==> src/rtl/add_share_arb_pkg.sv <==
// Shared constants and helpers for the shared-adder arbiter slice.
// Optional statistics counters are enabled with the ADD_SHARE_ARB_STATS_EN macro.
package add_share_arb_pkg;

    localparam int N_DEF          = 64;
    localparam int BLOCK_SIZE_DEF = 4;
    localparam int NUM_REQ_DEF    = 4;
    localparam int ID_W_DEF       = 2;
    localparam int STATS_W        = 16;

    // Widest packed request bus the slice helper can handle (16 requesters x 128 bits).
    localparam int MAX_N     = 128;
    localparam int MAX_REQ   = 16;
    localparam int MAX_BUS_W = MAX_N * MAX_REQ;

    function automatic logic [MAX_N-1:0] operand_slice(
        input logic [MAX_BUS_W-1:0] bus,
        input int unsigned          idx,
        input int unsigned          width
    );
        logic [MAX_BUS_W-1:0] shifted;
        shifted = bus >> (idx * width);
        return shifted[MAX_N-1:0];
    endfunction

endpackage

==> src/rtl/carry_increment_generic.sv <==
// Carry-increment adder: each block adds with carry-in 0, then increments when
// the incoming block carry is set.
module carry_increment_generic #(
    parameter int N          = 64,
    parameter int BLOCK_SIZE = 4
) (
    input  logic [N-1:0] a_i,
    input  logic [N-1:0] b_i,
    input  logic         cin_i,
    output logic [N-1:0] sum_o,
    output logic         cout_o
);
    localparam int NB = N / BLOCK_SIZE;

    logic [NB:0] carry;

    assign carry[0] = cin_i;

    for (genvar g = 0; g < NB; g++) begin : g_blk
        logic [BLOCK_SIZE:0] raw;
        assign raw = {1'b0, a_i[g*BLOCK_SIZE +: BLOCK_SIZE]} + {1'b0, b_i[g*BLOCK_SIZE +: BLOCK_SIZE]};
        assign sum_o[g*BLOCK_SIZE +: BLOCK_SIZE] = raw[BLOCK_SIZE-1:0] + BLOCK_SIZE'(carry[g]);
        // An all-ones block sum overflows exactly when the increment is applied.
        assign carry[g+1] = raw[BLOCK_SIZE] | (carry[g] & (&raw[BLOCK_SIZE-1:0]));
    end

    assign cout_o = carry[NB];

endmodule

==> src/rtl/rr_arbiter.sv <==
// Round-robin arbiter: grants the first requester at or above ptr_i, wrapping,
// when enabled. Purely combinational.
module rr_arbiter #(
    parameter int NUM_REQ = 4,
    parameter int IDX_W   = $clog2(NUM_REQ)
) (
    input  logic [NUM_REQ-1:0] req_i,
    input  logic [IDX_W-1:0]   ptr_i,
    input  logic               en_i,
    output logic [NUM_REQ-1:0] gnt_o,
    output logic [IDX_W-1:0]   gnt_idx_o
);
    int   idx;
    logic found;

    always_comb begin
        gnt_o     = '0;
        gnt_idx_o = '0;
        found     = 1'b0;
        idx       = 0;
        for (int off = 0; off < NUM_REQ; off++) begin
            idx = int'(ptr_i) + off;
            if (idx >= NUM_REQ) begin
                idx = idx - NUM_REQ;
            end
            if (en_i && !found && req_i[IDX_W'(idx)]) begin
                found                = 1'b1;
                gnt_o[IDX_W'(idx)]   = 1'b1;
                gnt_idx_o            = IDX_W'(idx);
            end
        end
    end

endmodule

==> src/rtl/add_share_arbiter.sv <==
// Shares one carry-increment adder among NUM_REQ requesters through a
// round-robin grant and a 2-stage pipeline. Stats counters: ADD_SHARE_ARB_STATS_EN.
module add_share_arbiter
    import add_share_arb_pkg::*;
#(
    parameter int N          = N_DEF,
    parameter int BLOCK_SIZE = BLOCK_SIZE_DEF,
    parameter int NUM_REQ    = NUM_REQ_DEF,
    parameter int ID_W       = ID_W_DEF
) (
    input  logic                 clk,
    input  logic                 rst,
    input  logic [NUM_REQ-1:0]   req_valid_i,
    input  logic [NUM_REQ*N-1:0] req_a_i,
    input  logic [NUM_REQ*N-1:0] req_b_i,
    output logic [NUM_REQ-1:0]   req_ready_o,
    output logic                 rsp_valid_o,
    input  logic                 rsp_ready_i,
    output logic [ID_W-1:0]      rsp_id_o,
    output logic [N-1:0]         rsp_sum_o,
    output logic                 rsp_cout_o
`ifdef ADD_SHARE_ARB_STATS_EN
    ,
    output logic [NUM_REQ*STATS_W-1:0] grant_cnt_o,
    output logic [STATS_W-1:0]         stall_cnt_o
`endif
);
    localparam int PTR_W = $clog2(NUM_REQ);

    logic               s1_valid_q, s1_valid_d;
    logic [N-1:0]       s1_a_q, s1_a_d, s1_b_q, s1_b_d;
    logic [ID_W-1:0]    s1_id_q, s1_id_d;
    logic [PTR_W-1:0]   rr_ptr_q, rr_ptr_d;
    logic               rsp_valid_q, rsp_valid_d;
    logic [N-1:0]       rsp_sum_q, rsp_sum_d;
    logic               rsp_cout_q, rsp_cout_d;
    logic [ID_W-1:0]    rsp_id_q, rsp_id_d;

    logic               adv1, adv2, any_gnt;
    logic [NUM_REQ-1:0] gnt;
    logic [PTR_W-1:0]   gnt_idx;
    logic [N-1:0]       add_sum;
    logic               add_cout;

    assign adv2    = !rsp_valid_q || rsp_ready_i;
    assign adv1    = !s1_valid_q || adv2;
    assign any_gnt = |gnt;

    rr_arbiter #(.NUM_REQ(NUM_REQ), .IDX_W(PTR_W)) u_arb (
        .req_i     (req_valid_i),
        .ptr_i     (rr_ptr_q),
        .en_i      (adv1),
        .gnt_o     (gnt),
        .gnt_idx_o (gnt_idx)
    );

    carry_increment_generic #(.N(N), .BLOCK_SIZE(BLOCK_SIZE)) u_add (
        .a_i    (s1_a_q),
        .b_i    (s1_b_q),
        .cin_i  (1'b0),
        .sum_o  (add_sum),
        .cout_o (add_cout)
    );

    always_comb begin
        s1_valid_d  = s1_valid_q;
        s1_a_d      = s1_a_q;
        s1_b_d      = s1_b_q;
        s1_id_d     = s1_id_q;
        rr_ptr_d    = rr_ptr_q;
        rsp_valid_d = rsp_valid_q;
        rsp_sum_d   = rsp_sum_q;
        rsp_cout_d  = rsp_cout_q;
        rsp_id_d    = rsp_id_q;
        if (adv1) begin
            s1_valid_d = any_gnt;
            if (any_gnt) begin
                s1_a_d   = N'(operand_slice(MAX_BUS_W'(req_a_i), 32'(gnt_idx), N));
                s1_b_d   = N'(operand_slice(MAX_BUS_W'(req_b_i), 32'(gnt_idx), N));
                s1_id_d  = ID_W'(gnt_idx);
                rr_ptr_d = (gnt_idx == PTR_W'(NUM_REQ - 1)) ? '0 : gnt_idx + PTR_W'(1);
            end
        end
        if (adv2) begin
            rsp_valid_d = s1_valid_q;
            if (s1_valid_q) begin
                rsp_sum_d  = add_sum;
                rsp_cout_d = add_cout;
                rsp_id_d   = s1_id_q;
            end
        end
    end

    always_ff @(posedge clk or posedge rst) begin
        if (rst) begin
            s1_valid_q  <= 1'b0;
            s1_a_q      <= '0;
            s1_b_q      <= '0;
            s1_id_q     <= '0;
            rr_ptr_q    <= '0;
            rsp_valid_q <= 1'b0;
            rsp_sum_q   <= '0;
            rsp_cout_q  <= 1'b0;
            rsp_id_q    <= '0;
        end else begin
            s1_valid_q  <= s1_valid_d;
            s1_a_q      <= s1_a_d;
            s1_b_q      <= s1_b_d;
            s1_id_q     <= s1_id_d;
            rr_ptr_q    <= rr_ptr_d;
            rsp_valid_q <= rsp_valid_d;
            rsp_sum_q   <= rsp_sum_d;
            rsp_cout_q  <= rsp_cout_d;
            rsp_id_q    <= rsp_id_d;
        end
    end

    assign req_ready_o = gnt;
    assign rsp_valid_o = rsp_valid_q;
    assign rsp_sum_o   = rsp_sum_q;
    assign rsp_cout_o  = rsp_cout_q;
    assign rsp_id_o    = rsp_id_q;

`ifdef ADD_SHARE_ARB_STATS_EN
    logic [STATS_W-1:0] grant_cnt_q [NUM_REQ];
    logic [STATS_W-1:0] stall_cnt_q;

    // Saturating counters: grants per requester, and cycles where someone waited in vain.
    always_ff @(posedge clk or posedge rst) begin
        if (rst) begin
            for (int k = 0; k < NUM_REQ; k++) begin
                grant_cnt_q[k] <= '0;
            end
            stall_cnt_q <= '0;
        end else begin
            for (int k = 0; k < NUM_REQ; k++) begin
                if (gnt[k] && grant_cnt_q[k] != '1) begin
                    grant_cnt_q[k] <= grant_cnt_q[k] + STATS_W'(1);
                end
            end
            if ((|req_valid_i) && !any_gnt && stall_cnt_q != '1) begin
                stall_cnt_q <= stall_cnt_q + STATS_W'(1);
            end
        end
    end

    for (genvar k = 0; k < NUM_REQ; k++) begin : g_cnt_out
        assign grant_cnt_o[k*STATS_W +: STATS_W] = grant_cnt_q[k];
    end
    assign stall_cnt_o = stall_cnt_q;
`endif

endmodule

==> config.mk <==
export PLATFORM = sky130hd
export DESIGN_NAME = add_share_arbiter
export DESIGN_NICKNAME = d
export VERILOG_FILES = /design/src/rtl/add_share_arb_pkg.sv /design/src/rtl/carry_increment_generic.sv /design/src/rtl/rr_arbiter.sv /design/src/rtl/add_share_arbiter.sv
export SDC_FILE = /design/constraint.sdc
export NUM_CORES = 1
export LEC_CHECK = 0
export CAP_MARGIN = 20
export CORE_AREA = 4 4 229 231
export CTS_CLUSTER_SIZE = 24
export DETAILED_ROUTE_END_ITERATION = 7
export DIE_AREA = 0 0 233 235
export PLACE_DENSITY_LB_ADDON = 0.08
export SLEW_MARGIN = 15
export SYNTH_ARGS = -nofsm -noshare
export SYNTH_HDL_FRONTEND = slang
export SYNTH_SLANG_ARGS = --single-unit
==> constraint.sdc <==
create_clock -name clk -period 5.66 [get_ports clk]
set_input_delay 0.566 -clock clk [delete_from_list [all_inputs] [get_ports clk]]
set_output_delay 0.566 -clock clk [all_outputs]
set_load 0.1 [all_outputs]
==> results of run 1 <==
cell usage after synthesis (8+ instances only):
cell type | n | area [um^2]
mux2i_1 | 385 | 3850
dfrtp_1 | 201 | 5030
nand2_1 | 153 | 574
mux2_2 | 122 | 1370
ha_1 | 103 | 1290
o21ai_0 | 38 | 190
buf_6 | 37 | 417
a21oi_1 | 35 | 175
nand3_1 | 32 | 160
a21o_1 | 31 | 233
xnor2_1 | 31 | 272
xor2_1 | 27 | 236
buf_2 | 20 | 100
nor2_1 | 18 | 67.6
fa_1 | 16 | 320
clkbuf_1 | 13 | 48.8
inv_1 | 13 | 48.8
mux2_4 | 10 | 150
and3_1 | 8 | 50.1
worst max-delay path, stage by stage (launching register included):
cell	delay (ps)
dfrtp_1	700
inv_1	240
ha_1	520
mux4_2	590
a2111oi_4	420
a222oi_1	190
nand2_1	120
clkdlybuf4s50_1	1140
cells in the final DEF, fill, tap and decap left out, types with 31 or more instances in the layout:
cell type | Yosys | routed
dfrtp_1 | 201 | 201
mux2_2 | 122 | 122
clkdlybuf4s50_1 | 0 | 588
ha_1 | 103 | 103
a21o_1 | 31 | 31
a21oi_1 | 35 | 35
o21ai_0 | 38 | 38
mux2i_1 | 385 | 385
nand2_1 | 153 | 152
xnor2_1 | 31 | 31
nand3_1 | 32 | 32
kinds of logic (layout without fill, tap and decap cells):
family	after synthesis	after routing
AO/OA/AOI/OAI	138	138
multiplexers	522	522
buffers and inverters	89	673
adder cells (fa/ha/maj)	119	119
other	0	1
flip-flops	201	201
AND/OR/NAND/NOR	244	244
XOR/XNOR	58	58
state kept, by name, indices dropped and copies added (netlist names):
signal and count:
rr_ptr_q 2, rsp_valid_o 1, rsp_cout_o 1, rsp_sum_o 64, s1_id_q 2, s1_a_q 64
rsp_id_o 2, s1_b_q 64, s1_valid_q 1
metal layers:
layer / part of all wire / track usage / wire [um]
met1: 0.43 / 0.213 / 20900
met3: 0.053 / 0.0322 / 2600
met4: 0.020 / 0.0333 / 965
met5: 0 / 0 / 0
met2: 0.50 / 0.310 / 24300
metrics by stage:
stage	setup WS [ps]	utilization	cell area [um^2]
3_3_place_gp	1280	0.433	21700
2_1_floorplan	1600	-	15200
5_1_grt	348	0.452	22600
4_1_cts	617	0.452	22600
6_report	641	0.452	22600
3_5_place_dp	1190	0.433	21700
layout make-up:
| cell class | count | area (um^2) | area share |
|---|---|---|---|
| clock inverters | 11 | 180 | 0.00797 |
| inverters | 14 | 56.3 | 0.00249 |
| well taps | 672 | 841 | 0.0372 |
| repair buffers | 611 | 6160 | 0.272 |
| multi-input cells | 1081 | 9590 | 0.424 |
| flip-flops and latches | 201 | 5030 | 0.222 |
| diodes | 1 | 2.50 | 0.000111 |
| clock buffers | 37 | 753 | 0.0333 |
worst paths after layout:
kind                                         startpoint                      end  slack (ps)  cells past startpoint
min in group asynchronous                           rst    s1_b_q[1]$_DFFE_PP0P_         540                      2
max in group asynchronous                           rst   s1_b_q[30]$_DFFE_PP0P_        4000                      3
worst min-delay path             s1_id_q[1]$_DFFE_PP0P_  rsp_id_o[1]$_DFFE_PP0P_         460                      2
worst min register to register   s1_id_q[1]$_DFFE_PP0P_  rsp_id_o[1]$_DFFE_PP0P_         460                      2
worst max-delay path            rr_ptr_q[0]$_DFFE_PP0P_           req_ready_o[0]         640                      7
worst max register to register  rr_ptr_q[0]$_DFFE_PP0P_   s1_b_q[28]$_DFFE_PP0P_        1360                     10
==> run metrics, run 1 <==
Overflow after GRT 0; Max Transition Viols Final 0; Syn Area/Cell 11.1 um^2; Synth Flop Type dfrtp_1; DP Cell Count 2,579; post-DP HPWL 39.7 mm; final setup fails 0; 1st-iter DRT viols 461; Wirelength per Cell 18.6 um; die height roughly 240 um; Hold WC Path Type reg -> reg; Sink Count 201; H-tree Lvls 1; Post-route DRC 0; simple-gate portion of the synthesized area 0.0712; maximum number of pins on one net before global-route repair 104; share of cells above drive strength 1 0.110; final wirelength 48.8 mm; CTS tree done; CTS Hold Bufs 0; CP max FO 17; Post-Synth Adder-Cell Area 0.106; Placer Congestion 0.832; Starting Density 0.304; post-synthesis mux area share 0.358; Hold Slack 458 ps; vias in the first global route ~13,000; DR vias roughly 12,000; Worst EP arrival 4450 ps; Worst EP required 5090 ps; worst skew pair latency 530 ps; xor/xnor cell area share of the yosys netlist 0.0334; final setup TNS 0 ps; overall routing resource usage 0.171; Filler cells 4,874; Yosys reg bits 201; RSZ-0062 raised after global routing no; CP startpoint kind register; post-CTS setup buffers 0; main combinational cell family by area after synthesis multiplexers; Clock Tree Buf Depth 3; Final Cycle Share 0.887; synthesized area 15,200 um^2; asr flop ratio synth 1.00; I/O Pins 591; clock transition at the registers of the reported paths 60 ps; final hold violations 0; f_max 0.199 GHz; post-DR vias/cell between 4 and 5; post-synthesis net count 2,009; global-route wire length before repair around 75 mm; ANT nets after route 0; register area share after synthesis 0.330; post_cts resized 0; worst clock skew roughly 9 ps; Tmin final 5020 ps; Rel. slew slack 0.271; outcome finished, final reports clean; # nets final 2,573; die area 54,800 um^2; Die Wd 233 um; Root Driver clkbuf_16; synth warn 0; crit path capture type primary output; post-synthesis compound-gate area fraction 0.0598; measured slew at the worst slew-check pin 1090 ps; Post-Syn Instances 1,371; Initial DRT Pass Iterations 5; critical path class reg -> out; PortBufs 590; core area 50,100 um^2; num rows between 80 and 90; Post-Layout Cell Count about 2,600; initial antenna violation count 1; area grow syn2layout 48.5%; max_cap viols 0; synth unique cells 59; number of synthesized flops with an enable pin 0; TritonCTS Buffers 26
Power of run 1 is not shown: default switching activity piles up to over one toggle a cycle in this logic, so the estimate is an artifact.
==> run 2: changes to the inputs <==
- CORE_AREA: 4 4 229 231 -> 4 4 225 227
- DIE_AREA: 0 0 233 235 -> 0 0 229 231
- DONT_BUFFER_PORTS: not set -> 1
- SKIP_LAST_GASP: not set -> 1
==> run 2 against run 1 <==
Register-to-register slack worse by 210 ps. Sequential share of layout area grew 8.1 points. Cell count shrank 25%. Routed wire length decreased by 15%. Die area is 3.4% lower. Critical endpoint is now req_ready_o[2].
==> run metrics, run 2 (synthesis gave the netlist of run 1 again) <==
I/O Pins 591 (unchanged); outcome finished, final reports clean; # nets final 1,979 (-23%); die area 52,900 um^2 (-3.4%); worst skew pair latency 540 ps (about the same); Initial DRT Pass Iterations 4 (-1); post-DR vias/cell 5.05 (+7.8%); Wirelength per Cell 20.9 um (+12%); Post-route DRC 0 (unchanged); maximum number of pins on one net before global-route repair 137 (+32%); f_max 0.214 GHz (+7.3%); post-CTS setup buffers 0 (unchanged); ANT nets after route 0 (unchanged); Final Cycle Share 0.826 (-0.0606); Tmin final 4680 ps (-343 ps); critical path's largest stage delay 710 ps (-430 ps); num rows 81 (-1.2%); Overflow after GRT 0 (unchanged); post-DP HPWL 32.7 mm (-18%); max_cap viols 0 (unchanged); 1st-iter DRT viols 339 (-26%); Sink Count 201 (unchanged); CP startpoint kind register; global-route wire length before repair 62.7 mm (-17%); measured slew at the worst slew-check pin 1040 ps (-54.1 ps); clock transition at the registers of the reported paths 60 ps (about the same); Rel. slew slack 0.309 (+0.0383); final setup fails 0 (unchanged); RSZ-0062 raised after global routing no; Placer Congestion 0.779 (-6.3%); PortBufs 0 (-100%); Bufs and invs on worst path 2 (unchanged); share of cells above drive strength 1 0.148 (+0.0384); crit path capture type primary output; Clock Tree Buf Depth 3 (unchanged); CP Cell Sequence inv_1, ha_1, mux4_2, a2111oi_4, o21ai_1, a21boi_1, a311oi_2, inv_1; Starting Density 0.313 (+0.00889); Slowest-stage cell, CP dfrtp_1; Root Driver clkbuf_16; post-route core utilization 0.341 (-0.111); vias in the first global route 10,600 (-20%); final setup TNS 0 ps (unchanged); CTS tree done; post_cts resized 0 (unchanged); Final WS setup 984 ps (+343 ps); Place WS 1180 ps (-14.6 ps); CP max FO 17 (unchanged); worst clock skew 12.3 ps (+3.57 ps); Die Wd 229 um (-1.7%); Worst EP required 5090 ps (about the same); GRT met1 Usage 0.183 (-0.0294); TritonCTS Buffers 27 (+3.8%); overall routing resource usage 0.148 (-0.0237); final wirelength 41.4 mm (-15%); Hold Slack 366 ps (-91.5 ps); global route hottest layer met2; grt met2 use 0.263 (-0.0470); die height 231 um (-1.7%); met3 Usage GRT 0.0352 (+0.00295); Worst EP arrival 4110 ps (-340 ps); area grow syn2layout 8.91%; commonest non-fill, non-tap cell in the layout mux2i_1; Filler cells 4,949 (+1.5%); DR vias 10,000 (-19%); Max Transition Viols Final 0 (unchanged); commonest non-fill, non-tap cells in the layout 385 x mux2i_1, 201 x dfrtp_1, 152 x nand2_1; final hold violations 0 (unchanged); core area 48,600 um^2 (-2.8%); H-tree Lvls 1 (unchanged); critical path class reg -> out; Hold WC Path Type in -> reg; initial antenna violation count 1 (unchanged); CP most frequent cell inv_1; critical path's top delay family buffers and inverters
[run 2: routing by layer]
metal / part of all wire / vias to the layer above
met3: 0.059 / 46
met5: 0 / -
met4: 0.018 / 0
met2: 0.50 / 314
met1: 0.42 / 4736
li1: - / 4924
[run 2: worst paths after layout]
check / start / end / slack [ps] / depth (start not counted)
setup reg to reg: rr_ptr_q[0]$_DFFE_PP0P_ / s1_a_q[23]$_DFFE_PP0P_ / 1150 / 11
max in group asynchronous: rst / s1_b_q[29]$_DFFE_PP0P_ / 3760 / 3
setup / recovery: rr_ptr_q[0]$_DFFE_PP0P_ / req_ready_o[2] / 980 / 8
hold / removal: rsp_ready_i / rsp_valid_o$_DFFE_PP0P_ / 370 / 2
min in group asynchronous: rst / rsp_valid_o$_DFFE_PP0P_ / 580 / 2
hold reg to reg: s1_id_q[1]$_DFFE_PP0P_ / rsp_id_o[1]$_DFFE_PP0P_ / 470 / 2
[run 2: worst register-to-register path: stages (launching register included)]
cell and delay (ps):
dfrtp_1 710, inv_1 240, ha_1 520, mux4_2 590, and3_1 260, a222oi_1 260, nand2_1 90, buf_4 250
nor2_1 270, nand3_4 440, buf_12 410, mux2_4 340
[run 2: per-stage QoR]
| stage | cells | instance area, um^2 |
|---|---|---|
| 2_1_floorplan | 1371 | 15200 |
| 3_3_place_gp | 1933 | 15700 |
| 3_5_place_dp | 1933 | 15700 |
| 4_1_cts | 1983 | 16600 |
| 5_1_grt | 1984 | 16600 |
| 6_report | 1984 | 16600 |
[run 2: timing repair]
action | 4_1_cts | 5_1_grt
hold endpoints to repair | 23 | 0
hold buffers | 1 | 0
endpoints found under the setup margin | 0 | 0
[run 2: final cells by class]
| type | instances | area (um^2) | area share |
|---|---|---|---|
| antenna | 1 | 2.50 | 0.000151 |
| clock buffer | 45 | 803 | 0.0484 |
| clock inverter | 4 | 95.1 | 0.00573 |
| inverter | 14 | 56.3 | 0.00340 |
| multi-input combinational | 1081 | 9590 | 0.579 |
| sequential | 201 | 5030 | 0.303 |
| tap | 622 | 778 | 0.0469 |
| timing repair buffer | 16 | 223 | 0.0134 |
Power of run 2 is left out for the same reason.
